`src/rtl/timer_pkg.sv`:
```
// Shared types and constants for the mm:ss countdown timer control slice.
package timer_pkg;

  localparam int FIELD_W = 6;
  localparam logic [FIELD_W-1:0] MAX_MMSS = 6'd59;

  typedef enum logic [2:0] {
    ST_IDLE    = 3'd0,
    ST_SET_MIN = 3'd1,
    ST_SET_SEC = 3'd2,
    ST_RUN     = 3'd3,
    ST_PAUSE   = 3'd4,
    ST_DONE    = 3'd5
  } state_t;

  // Increment a minutes/seconds field, wrapping 59 back to 0.
  function automatic logic [FIELD_W-1:0] wrap_inc(input logic [FIELD_W-1:0] v);
    return (v == MAX_MMSS) ? '0 : v + 1'b1;
  endfunction

endpackage

```
`src/rtl/timer_control_btn_debounce.sv`:
```
// Raw push-button conditioner: 2-FF synchronizer, stable-level debouncer and
// a one-cycle pulse on each accepted rising level.
module btn_debounce #(
  parameter int DEB_CYC = 16
) (
  input  logic clk_in,
  input  logic reset,
  input  logic btn,
  output logic pulse
);

  localparam int CW = $clog2(DEB_CYC + 1);

  logic          sync1;
  logic          sync2;
  logic          level;
  logic [CW-1:0] stable_cnt;

  // NOTE: every register here updates with <= so all of them sample the
  // pre-edge values; blocking assignments would collapse the sync chain.
  always_ff @(posedge clk_in or negedge reset) begin
    if (!reset) begin
      sync1      <= 1'b0;
      sync2      <= 1'b0;
      level      <= 1'b0;
      stable_cnt <= '0;
      pulse      <= 1'b0;
    end else begin
      sync1 <= btn;
      sync2 <= sync1;
      pulse <= 1'b0;
      if (sync2 == level) begin
        stable_cnt <= '0;
      end else if (stable_cnt == CW'(DEB_CYC - 1)) begin
        // The new level has now been seen DEB_CYC cycles in a row.
        level      <= sync2;
        stable_cnt <= '0;
        pulse      <= sync2;
      end else begin
        stable_cnt <= stable_cnt + 1'b1;
      end
    end
  end

endmodule

```
`src/rtl/timer_control.sv`:
```
// Sequencing controller for the mm:ss countdown: button handling, preset
// editing, run/pause/alarm FSM and registered strobes for the counter chain.
module timer_control
  import timer_pkg::*;
#(
  parameter int DEB_CYC        = 16,
  parameter int ALARM_TICKS    = 10,
  parameter int PRESET_MIN_DEF = 1,
  parameter int PRESET_SEC_DEF = 0
) (
  input  logic               clk_in,
  input  logic               reset,
  input  logic               tick_1hz,
  input  logic               btn_start,
  input  logic               btn_mode,
  input  logic               btn_inc,
  input  logic               cnt_zero,
  output logic               cnt_en,
  output logic               cnt_load,
  output logic               cnt_clr,
  output logic [FIELD_W-1:0] load_min,
  output logic [FIELD_W-1:0] load_sec,
  output logic               blink_min,
  output logic               blink_sec,
  output logic               alarm,
  output logic [2:0]         state_dbg
);

  localparam int ACW = $clog2(ALARM_TICKS + 1);

  logic start_p, mode_p, inc_p;
  logic ev_start, ev_mode, ev_inc;

  btn_debounce #(.DEB_CYC(DEB_CYC)) u_deb_start (
    .clk_in(clk_in), .reset(reset), .btn(btn_start), .pulse(start_p));
  btn_debounce #(.DEB_CYC(DEB_CYC)) u_deb_mode (
    .clk_in(clk_in), .reset(reset), .btn(btn_mode), .pulse(mode_p));
  btn_debounce #(.DEB_CYC(DEB_CYC)) u_deb_inc (
    .clk_in(clk_in), .reset(reset), .btn(btn_inc), .pulse(inc_p));

  // Same-cycle presses: start wins over mode, mode wins over inc.
  assign ev_start = start_p;
  assign ev_mode  = mode_p & ~start_p;
  assign ev_inc   = inc_p & ~start_p & ~mode_p;

  state_t             state, state_nx;
  logic [FIELD_W-1:0] preset_min, preset_min_nx;
  logic [FIELD_W-1:0] preset_sec, preset_sec_nx;
  logic [ACW-1:0]     alarm_cnt, alarm_cnt_nx;
  logic               blink_ph, blink_ph_nx;
  logic               en_nx, load_nx, clr_nx;

  assign blink_ph_nx = blink_ph ^ tick_1hz;

  // NOTE: every variable gets its default before the case so no path can
  // leave one unassigned and infer a latch.
  always_comb begin
    state_nx      = state;
    preset_min_nx = preset_min;
    preset_sec_nx = preset_sec;
    alarm_cnt_nx  = alarm_cnt;
    en_nx         = 1'b0;
    load_nx       = 1'b0;
    clr_nx        = 1'b0;
    case (state)
      ST_IDLE: begin
        if (ev_start) begin
          if (preset_min != '0 || preset_sec != '0) begin
            state_nx = ST_RUN;
            load_nx  = 1'b1;
          end
        end else if (ev_mode) begin
          state_nx = ST_SET_MIN;
        end
      end
      ST_SET_MIN: begin
        if (ev_mode)     state_nx      = ST_SET_SEC;
        else if (ev_inc) preset_min_nx = wrap_inc(preset_min);
      end
      ST_SET_SEC: begin
        if (ev_mode)     state_nx      = ST_IDLE;
        else if (ev_inc) preset_sec_nx = wrap_inc(preset_sec);
      end
      ST_RUN: begin
        en_nx = tick_1hz & ~cnt_zero;
        if (cnt_zero) begin
          state_nx     = ST_DONE;
          alarm_cnt_nx = '0;
        end else if (ev_start) begin
          state_nx = ST_PAUSE;
        end
      end
      ST_PAUSE: begin
        if (ev_start) begin
          state_nx = ST_RUN;
        end else if (ev_mode) begin
          state_nx = ST_IDLE;
          clr_nx   = 1'b1;
        end
      end
      ST_DONE: begin
        if (ev_start || ev_mode || ev_inc) begin
          state_nx = ST_IDLE;
          clr_nx   = 1'b1;
        end else if (tick_1hz) begin
          if (alarm_cnt == ACW'(ALARM_TICKS - 1)) begin
            state_nx = ST_IDLE;
            clr_nx   = 1'b1;
          end else begin
            alarm_cnt_nx = alarm_cnt + 1'b1;
          end
        end
      end
      default: state_nx = ST_IDLE;
    endcase
  end

  // Display-facing outputs are derived from the next state so that, once
  // registered, they line up with state_dbg in the same cycle.
  always_ff @(posedge clk_in or negedge reset) begin
    if (!reset) begin
      state      <= ST_IDLE;
      preset_min <= FIELD_W'(PRESET_MIN_DEF);
      preset_sec <= FIELD_W'(PRESET_SEC_DEF);
      alarm_cnt  <= '0;
      blink_ph   <= 1'b0;
      cnt_en     <= 1'b0;
      cnt_load   <= 1'b0;
      cnt_clr    <= 1'b0;
      blink_min  <= 1'b0;
      blink_sec  <= 1'b0;
      alarm      <= 1'b0;
    end else begin
      state      <= state_nx;
      preset_min <= preset_min_nx;
      preset_sec <= preset_sec_nx;
      alarm_cnt  <= alarm_cnt_nx;
      blink_ph   <= blink_ph_nx;
      cnt_en     <= en_nx;
      cnt_load   <= load_nx;
      cnt_clr    <= clr_nx;
      blink_min  <= blink_ph_nx & (state_nx inside {ST_SET_MIN, ST_PAUSE, ST_DONE});
      blink_sec  <= blink_ph_nx & (state_nx inside {ST_SET_SEC, ST_PAUSE, ST_DONE});
      alarm      <= (state_nx == ST_DONE);
    end
  end

  assign load_min  = preset_min;
  assign load_sec  = preset_sec;
  assign state_dbg = state;

endmodule

```
`config.mk`:
```
export PLATFORM = sky130hd
export DESIGN_NAME = timer_control
export DESIGN_NICKNAME = d
export VERILOG_FILES = /design/src/rtl/timer_pkg.sv /design/src/rtl/timer_control_btn_debounce.sv /design/src/rtl/timer_control.sv
export SDC_FILE = /design/constraint.sdc
export NUM_CORES = 1
export LEC_CHECK = 0
export BUFFER_PORTS_ARGS = -buffer_cell sky130_fd_sc_hd__buf_4
export CORE_MARGIN = 4
export CORE_UTILIZATION = 50
export CTS_CLUSTER_SIZE = 20
export DETAILED_ROUTE_END_ITERATION = 8
export PLACE_DENSITY = 0.67
export SETUP_SLACK_MARGIN = 0.1
export SYNTH_ARGS = -nofsm -noshare
export SYNTH_HDL_FRONTEND = slang
export SYNTH_SLANG_ARGS = --single-unit
```
`constraint.sdc`:
```
create_clock -name clk_in -period 2.4 [get_ports clk_in]
set_input_delay 0.48 -clock clk_in [delete_from_list [all_inputs] [get_ports clk_in]]
set_output_delay 0.48 -clock clk_in [all_outputs]
set_load 0.05 [all_outputs]
```
# == Word level (Yosys, flattened, before mapping) ==
# Index checks and enable logic that the tools add are counted.
# W data, S select, Z words.
# classes
mux,41
n_reduce_logical,15
bitwise_logic,14
add_sub_neg,6
eq_ne,22
# op_table
operator,n
$mux W3,11
$mux W5,6
$pmux W3 S6,1
$mux W4,4
$add A5 B1 Y5 const B,3
$eq A5 B4 Y1 const B,3
$mux W1,15
$add A6 B1 Y6 const B,2
$eq A3 B3 Y1 const B,4
$eq A6 B6 Y1 const B,2
$mux W6,2
$reduce_bool A6 Y1,2
$eq A3 B2 Y1 const B,3
$ne A2 B2 Y1 const B,4
$pmux W4 S2,1
$not A1 Y1,7
$and A1 B1 Y1,6
$eq A3 B1 Y1 const B,2
$reduce_and A2 Y1,3
$reduce_and A3 Y1,2
$reduce_bool A3 Y1,2
$reduce_and A5 Y1,1
$add A4 B1 Y4 const B,1
$eq A4 B4 Y1 const B,1
other kinds (6),10
# totals
output_inout_bits,21
regBits,53
word_cells,124

# == Longest topological paths before layout ==
# logic_depth
depth_word,9
ltp_mapped,6

# == By module ==
# A second synthesis with hierarchy kept.
# hier_totals
cells_unflattened,232
area_unflattened_um2,2563.7
# by_module_without_submodules
mod,n_inst,cells_per_inst,seq_area_each_um2,area_each_um2
timer_control,1,157,651.9,1557.7
btn_debounce,3,25,225.2,335.3

# == Worst setup path before layout ==
# OpenSTA, ideal clock, no wires.
# synth_timing
path_type,register -> register
startpoint,"reg state[2], in the netlist state_dbg[2]"
endpoint,reg alarm_cnt[3]
required_ns,2.323
slack_ns,0.385
path_stages_with_launch,6
period_less_slack_ns,2.015
arrival_time_ns,1.937
setup_time_ns,0.077
cell_sequence,dfrtp_1 buf_2 nand3b_1 o41a_1 or3_1 a21oi_1
# synth_between
elab_chain_len,3
elab_cells_between_ends,9
# synth_rtl
item,line_no,source
"start, declared",timer_control.sv:46,"state_t state, state_nx;"
"start signal, assigned",timer_control.sv:134,state <= state_nx;
$eq A3 B3 Y1 or $eq A3 B2 Y1 (tied branches),timer_control.sv:65,case (state)
$ne A2 B2 Y1 (no source line) or $reduce_bool A2 Y1 (tied branches),-,
$reduce_and A5 Y1 (no source line),-,
"end signal, assigned",timer_control.sv:137,alarm_cnt <= alarm_cnt_nx;
"end, declared",timer_control.sv:49,"logic [ACW-1:0] alarm_cnt, alarm_cnt_nx;"
# Parallel ways exist; a longest one is shown, timed or not.
# A chain may end at the register's enable or synchronous reset.

# == Worst setup path in the final report ==
# layout_timing
startpoint,reg alarm_cnt[0]
endpoint,reg alarm_cnt[3]
# layout_between
elab_chain_len,5
elab_cells_between_ends,8
# layout_rtl
item,line_no,source
$add A4 B1 Y4,timer_control.sv:110,alarm_cnt_nx = alarm_cnt + 1'b1;
$mux W4,timer_control.sv:106,if (alarm_cnt == ACW'(ALARM_TICKS - 1)) begin
$mux W4,timer_control.sv:105,end else if (tick_1hz) begin
$mux W4,timer_control.sv:102,if (ev_start || ev_mode || ev_inc) begin
$pmux W4 S2,timer_control.sv:65,
# Parallel ways exist; a longest one is shown, timed or not. The select of a mux whose other input is x is not followed.

==> metrics.csv <==
metric,value,unit
post-synthesis net count,240,
part of the power in combinational logic,19.8,%
first-pass GRT wire length,7270,um
total wirelength of the detailed-routed design,4070,um
post-synthesis sequential area ratio,54.2,%
post-cts hold buffer count,0,
library cell contributing the largest single delay on the critical path,sky130_fd_sc_hd__o41a_1,
global-route track usage on met2,24.1,%
core area,4720,um2
type of element capturing the critical path,register,
main combinational cell family by area after synthesis,simple AND/OR/NAND/NOR gates,
total power consumption of the routed design,1.94,mW
detailed-route via count,1694,
via/cell ratio,5.23,
total number of placement rows,25,
CP Data Arrival Time,2.16,ns
count of pins on the block boundary,28,
GRT Overall Usage,14.9,%
post-cts resize count,0,
effective utilization at floorplan,51.8,%
vertical die dimension,78.0,um
switching share of total power,30.5,%
Compound-Gate Fraction of Synth Area,8.48,%
family with the most delay on the worst path,compound AO/OA/AOI/OAI gates,
H-tree levels,2,
CTS tree,done,
number of diodes,0,
maximum resistive drop on vdd,0.554,mV
largest net degree at the start of global routing,54,
layout cell share with drive strength beyond 1,18.3,%
clock period minus final worst setup slack,1.93,ns
Cells after Synth,224,
GRT overflow,0,
slew at the pin with the worst max-slew slack,0.643,ns
sum of negative setup slack,0,ns
number of sinks driven by the clock tree,53,
power share of the sequential group,54.8,%
met3 routing resource usage after global routing,4.64,%
die footprint,6080,um2
initial antenna violation count,0,
data required time of the worst path,2.63,ns
total number of yosys warnings,0,
average instance area after synthesis,10.9,um2
GP Congestion,0.754,
number of endpoints failing setup at the final stage,0,
mux contribution to synthesized area,2.71,%
largest driver fanout on the critical path,8,
longest individual stage delay on the worst path,0.51,ns
Post-Synth Simple-Gate Area,21.5,%
power per cell area,687,nW/um2
class of the tightest hold or removal check,input port to async pin,
status,finished clean,
count of buffers from port buffering,27,
cell breakdown of the critical path,ha_1 -> and3b_4 -> o41a_1 -> or3_1 -> a21oi_1,
highest clock frequency the design can meet,0.518,GHz
number of nets in the finished design,273,
Synth Area in XOR/XNOR,5.72,%
most frequent standard cell in the layout excluding fill and tap cells,sky130_fd_sc_hd__dfrtp_1,
portion of the clock cycle consumed by the worst path in the final layout,80.5,%
flip-flop cell with the highest count after synthesis,sky130_fd_sc_hd__dfrtp_1,
switching pwr,591,uW
number of failing hold endpoints at the final stage,0,
Int Power,1.35,mW
"number of placed instances, taps included",317,
Post-Layout Cell Count,324,
post-synthesis register bit count,53,
sort of element at the start of the critical path,register,
Post-synth EDFFs,0,
number of nets with antenna violations after routing,0,
source-to-sink clock delay at the later pin of the worst-skew pair,0.30,ns
drt drc,0,
crit path buf inv count,0,
detailed-router iteration count before antenna repair,4,
relative area change from synthesis to final layout,15.2,%
"Cell Area, Synth",2450,um2
highest-count cells in the layout ignoring fill and taps,"sky130_fd_sc_hd__dfrtp_1, sky130_fd_sc_hd__buf_4, sky130_fd_sc_hd__nor2_1",
share of power burned in the clock network,25.4,%
Max-Cap Viols,0,
instance area after placement,2740,um2
number of buffers created by CTS,5,
post-synth cell types,46,
Root Buffer Master,sky130_fd_sc_hd__clkbuf_8,
final non-filler cell area,2820,um2
max-slew violation count,0,
static leakage,1.36,nW
fill cell instance count of the final layout,398,
buffers inserted by post-CTS timing repair,0,
Hold Slack,0.195,ns
internal reg-to-reg setup slack,0.47,ns
worst slew slack as a fraction of its limit,57.1,%
number of DRC markers after the initial detailed-route iteration,67,
detailed-route wire length per cell,12.6,um
HPWL after detailed placement,2920,um
adder and majority gate portion of the synthesized area,4.60,%
share of flip-flops with an asynchronous set or reset after synthesis,100,%
setup repair after global routing missed its margin,false,
via count of the first global-routing pass,1697,
GR met1 Demand/Resource,18.7,%
Setup CP Type,register to register,
Chip Width,78.0,um
most used routing layer in global routing,met2,
worst clock skew,0.00763,ns
worst-case clock buffer depth,2,
clock transition at the registers of the reported paths,0.09,ns
## power by group through the flow
stage	Combinational, mW	Sequential, mW	Clock, mW
floorplan	0.171	1.17	0
finish	0.384	1.06	0.492
CTS	0.391	1.06	0.513
detailed placement	0.388	1.08	0
global placement	0.382	1.08	0
global route	0.423	1.08	0.549
## Yosys cell counts (2+ instances only)
library cell,number,share of area (%)
sky130_fd_sc_hd__nand3_1,12,2.5
sky130_fd_sc_hd__dfrtp_1,52,53
sky130_fd_sc_hd__mux2_2,5,2.3
sky130_fd_sc_hd__and2_1,3,0.77
sky130_fd_sc_hd__ha_1,9,4.6
sky130_fd_sc_hd__nand2_1,6,0.92
sky130_fd_sc_hd__nor2b_1,4,1.0
sky130_fd_sc_hd__and3_1,7,1.8
sky130_fd_sc_hd__nor2_1,22,3.4
sky130_fd_sc_hd__nand4_1,4,1.0
sky130_fd_sc_hd__o21ai_0,10,2.0
sky130_fd_sc_hd__o21a_1,2,0.61
sky130_fd_sc_hd__inv_1,14,2.1
sky130_fd_sc_hd__a21oi_1,9,1.8
sky130_fd_sc_hd__or3_1,3,0.77
sky130_fd_sc_hd__nor3b_1,8,2.5
sky130_fd_sc_hd__nand3b_1,2,0.61
sky130_fd_sc_hd__buf_2,3,0.61
sky130_fd_sc_hd__xnor2_1,9,3.2
sky130_fd_sc_hd__xor2_1,7,2.5
sky130_fd_sc_hd__nand2b_1,4,1.0
sky130_fd_sc_hd__and4b_1,2,0.82
sky130_fd_sc_hd__nand4b_1,4,1.4
## flip-flops by register name, summed over array words and instances (netlist names), 3 cells and up
| signal | count |
|---|---|
| alarm_cnt | 4 |
| load_min | 6 |
| load_sec | 6 |
| state_dbg | 3 |
| u_deb_inc.stable_cnt | 5 |
| u_deb_mode.stable_cnt | 5 |
| u_deb_start.stable_cnt | 5 |
## kinds of logic (layout without fill, tap and decap cells)
logic type	count (synthesis)	in the layout
buffers and inverters	17	50
multiplexers	6	6
flip-flops	53	53
AND/OR/NAND/NOR	90	90
XOR/XNOR	16	16
adder cells (fa/ha/maj)	9	9
AO/OA/AOI/OAI	33	33
## worst reg2reg max path, delay by kind of cell, from the launching register on
family | cells | cell delay, ns
flip-flops | 1 | 0.43
AO/OA/AOI/OAI | 2 | 0.65
AND/OR/NAND/NOR | 2 | 0.56
adder cells (fa/ha/maj) | 1 | 0.22
## through the flow
| step | setup WS, ns | utilization [%] |
|---|---|---|
| 2_1_floorplan | 0.385 | - |
| 5_1_grt | 0.337 | 59.7 |
| 3_5_place_dp | 0.478 | 57.9 |
| 3_3_place_gp | 0.522 | 57.9 |
| 4_1_cts | 0.454 | 59.7 |
| 6_report | 0.468 | 59.7 |
## routing by layer
layer | vias to the layer above | wire length (um)
li1 | 850 | -
met1 | 808 | 1900
met2 | 32 | 1880
met3 | 4 | 240
met4 | 0 | 46
met5 | - | 0
## layout make-up
type	instances	area [um2]	share of cell area, %
Sequential cell	53	1330	47.1
Multi-Input combinational cell	154	1050	37.3
Timing Repair Buffer	29	218	7.72
Clock buffer	7	86.3	3.06
Tap cell	67	83.8	2.97
Inverter	14	52.6	1.86
## worst paths after layout
| check | from | endpoint | depth (start not counted) |
|---|---|---|---|
| setup / recovery | alarm_cnt[0] | alarm_cnt[3] | 5 |
| hold / removal | reset | load_min[2] | 1 |
| setup reg to reg | alarm_cnt[0] | alarm_cnt[3] | 5 |
| hold reg to reg | u_deb_mode.sync1 | u_deb_mode.sync2 | 0 |
| max in group asynchronous | reset | load_sec[5] | 1 |
| min in group clk_in | btn_start | u_deb_start.sync1 | 1 |
No activity file was read; power rests on OpenSTA's default activity.
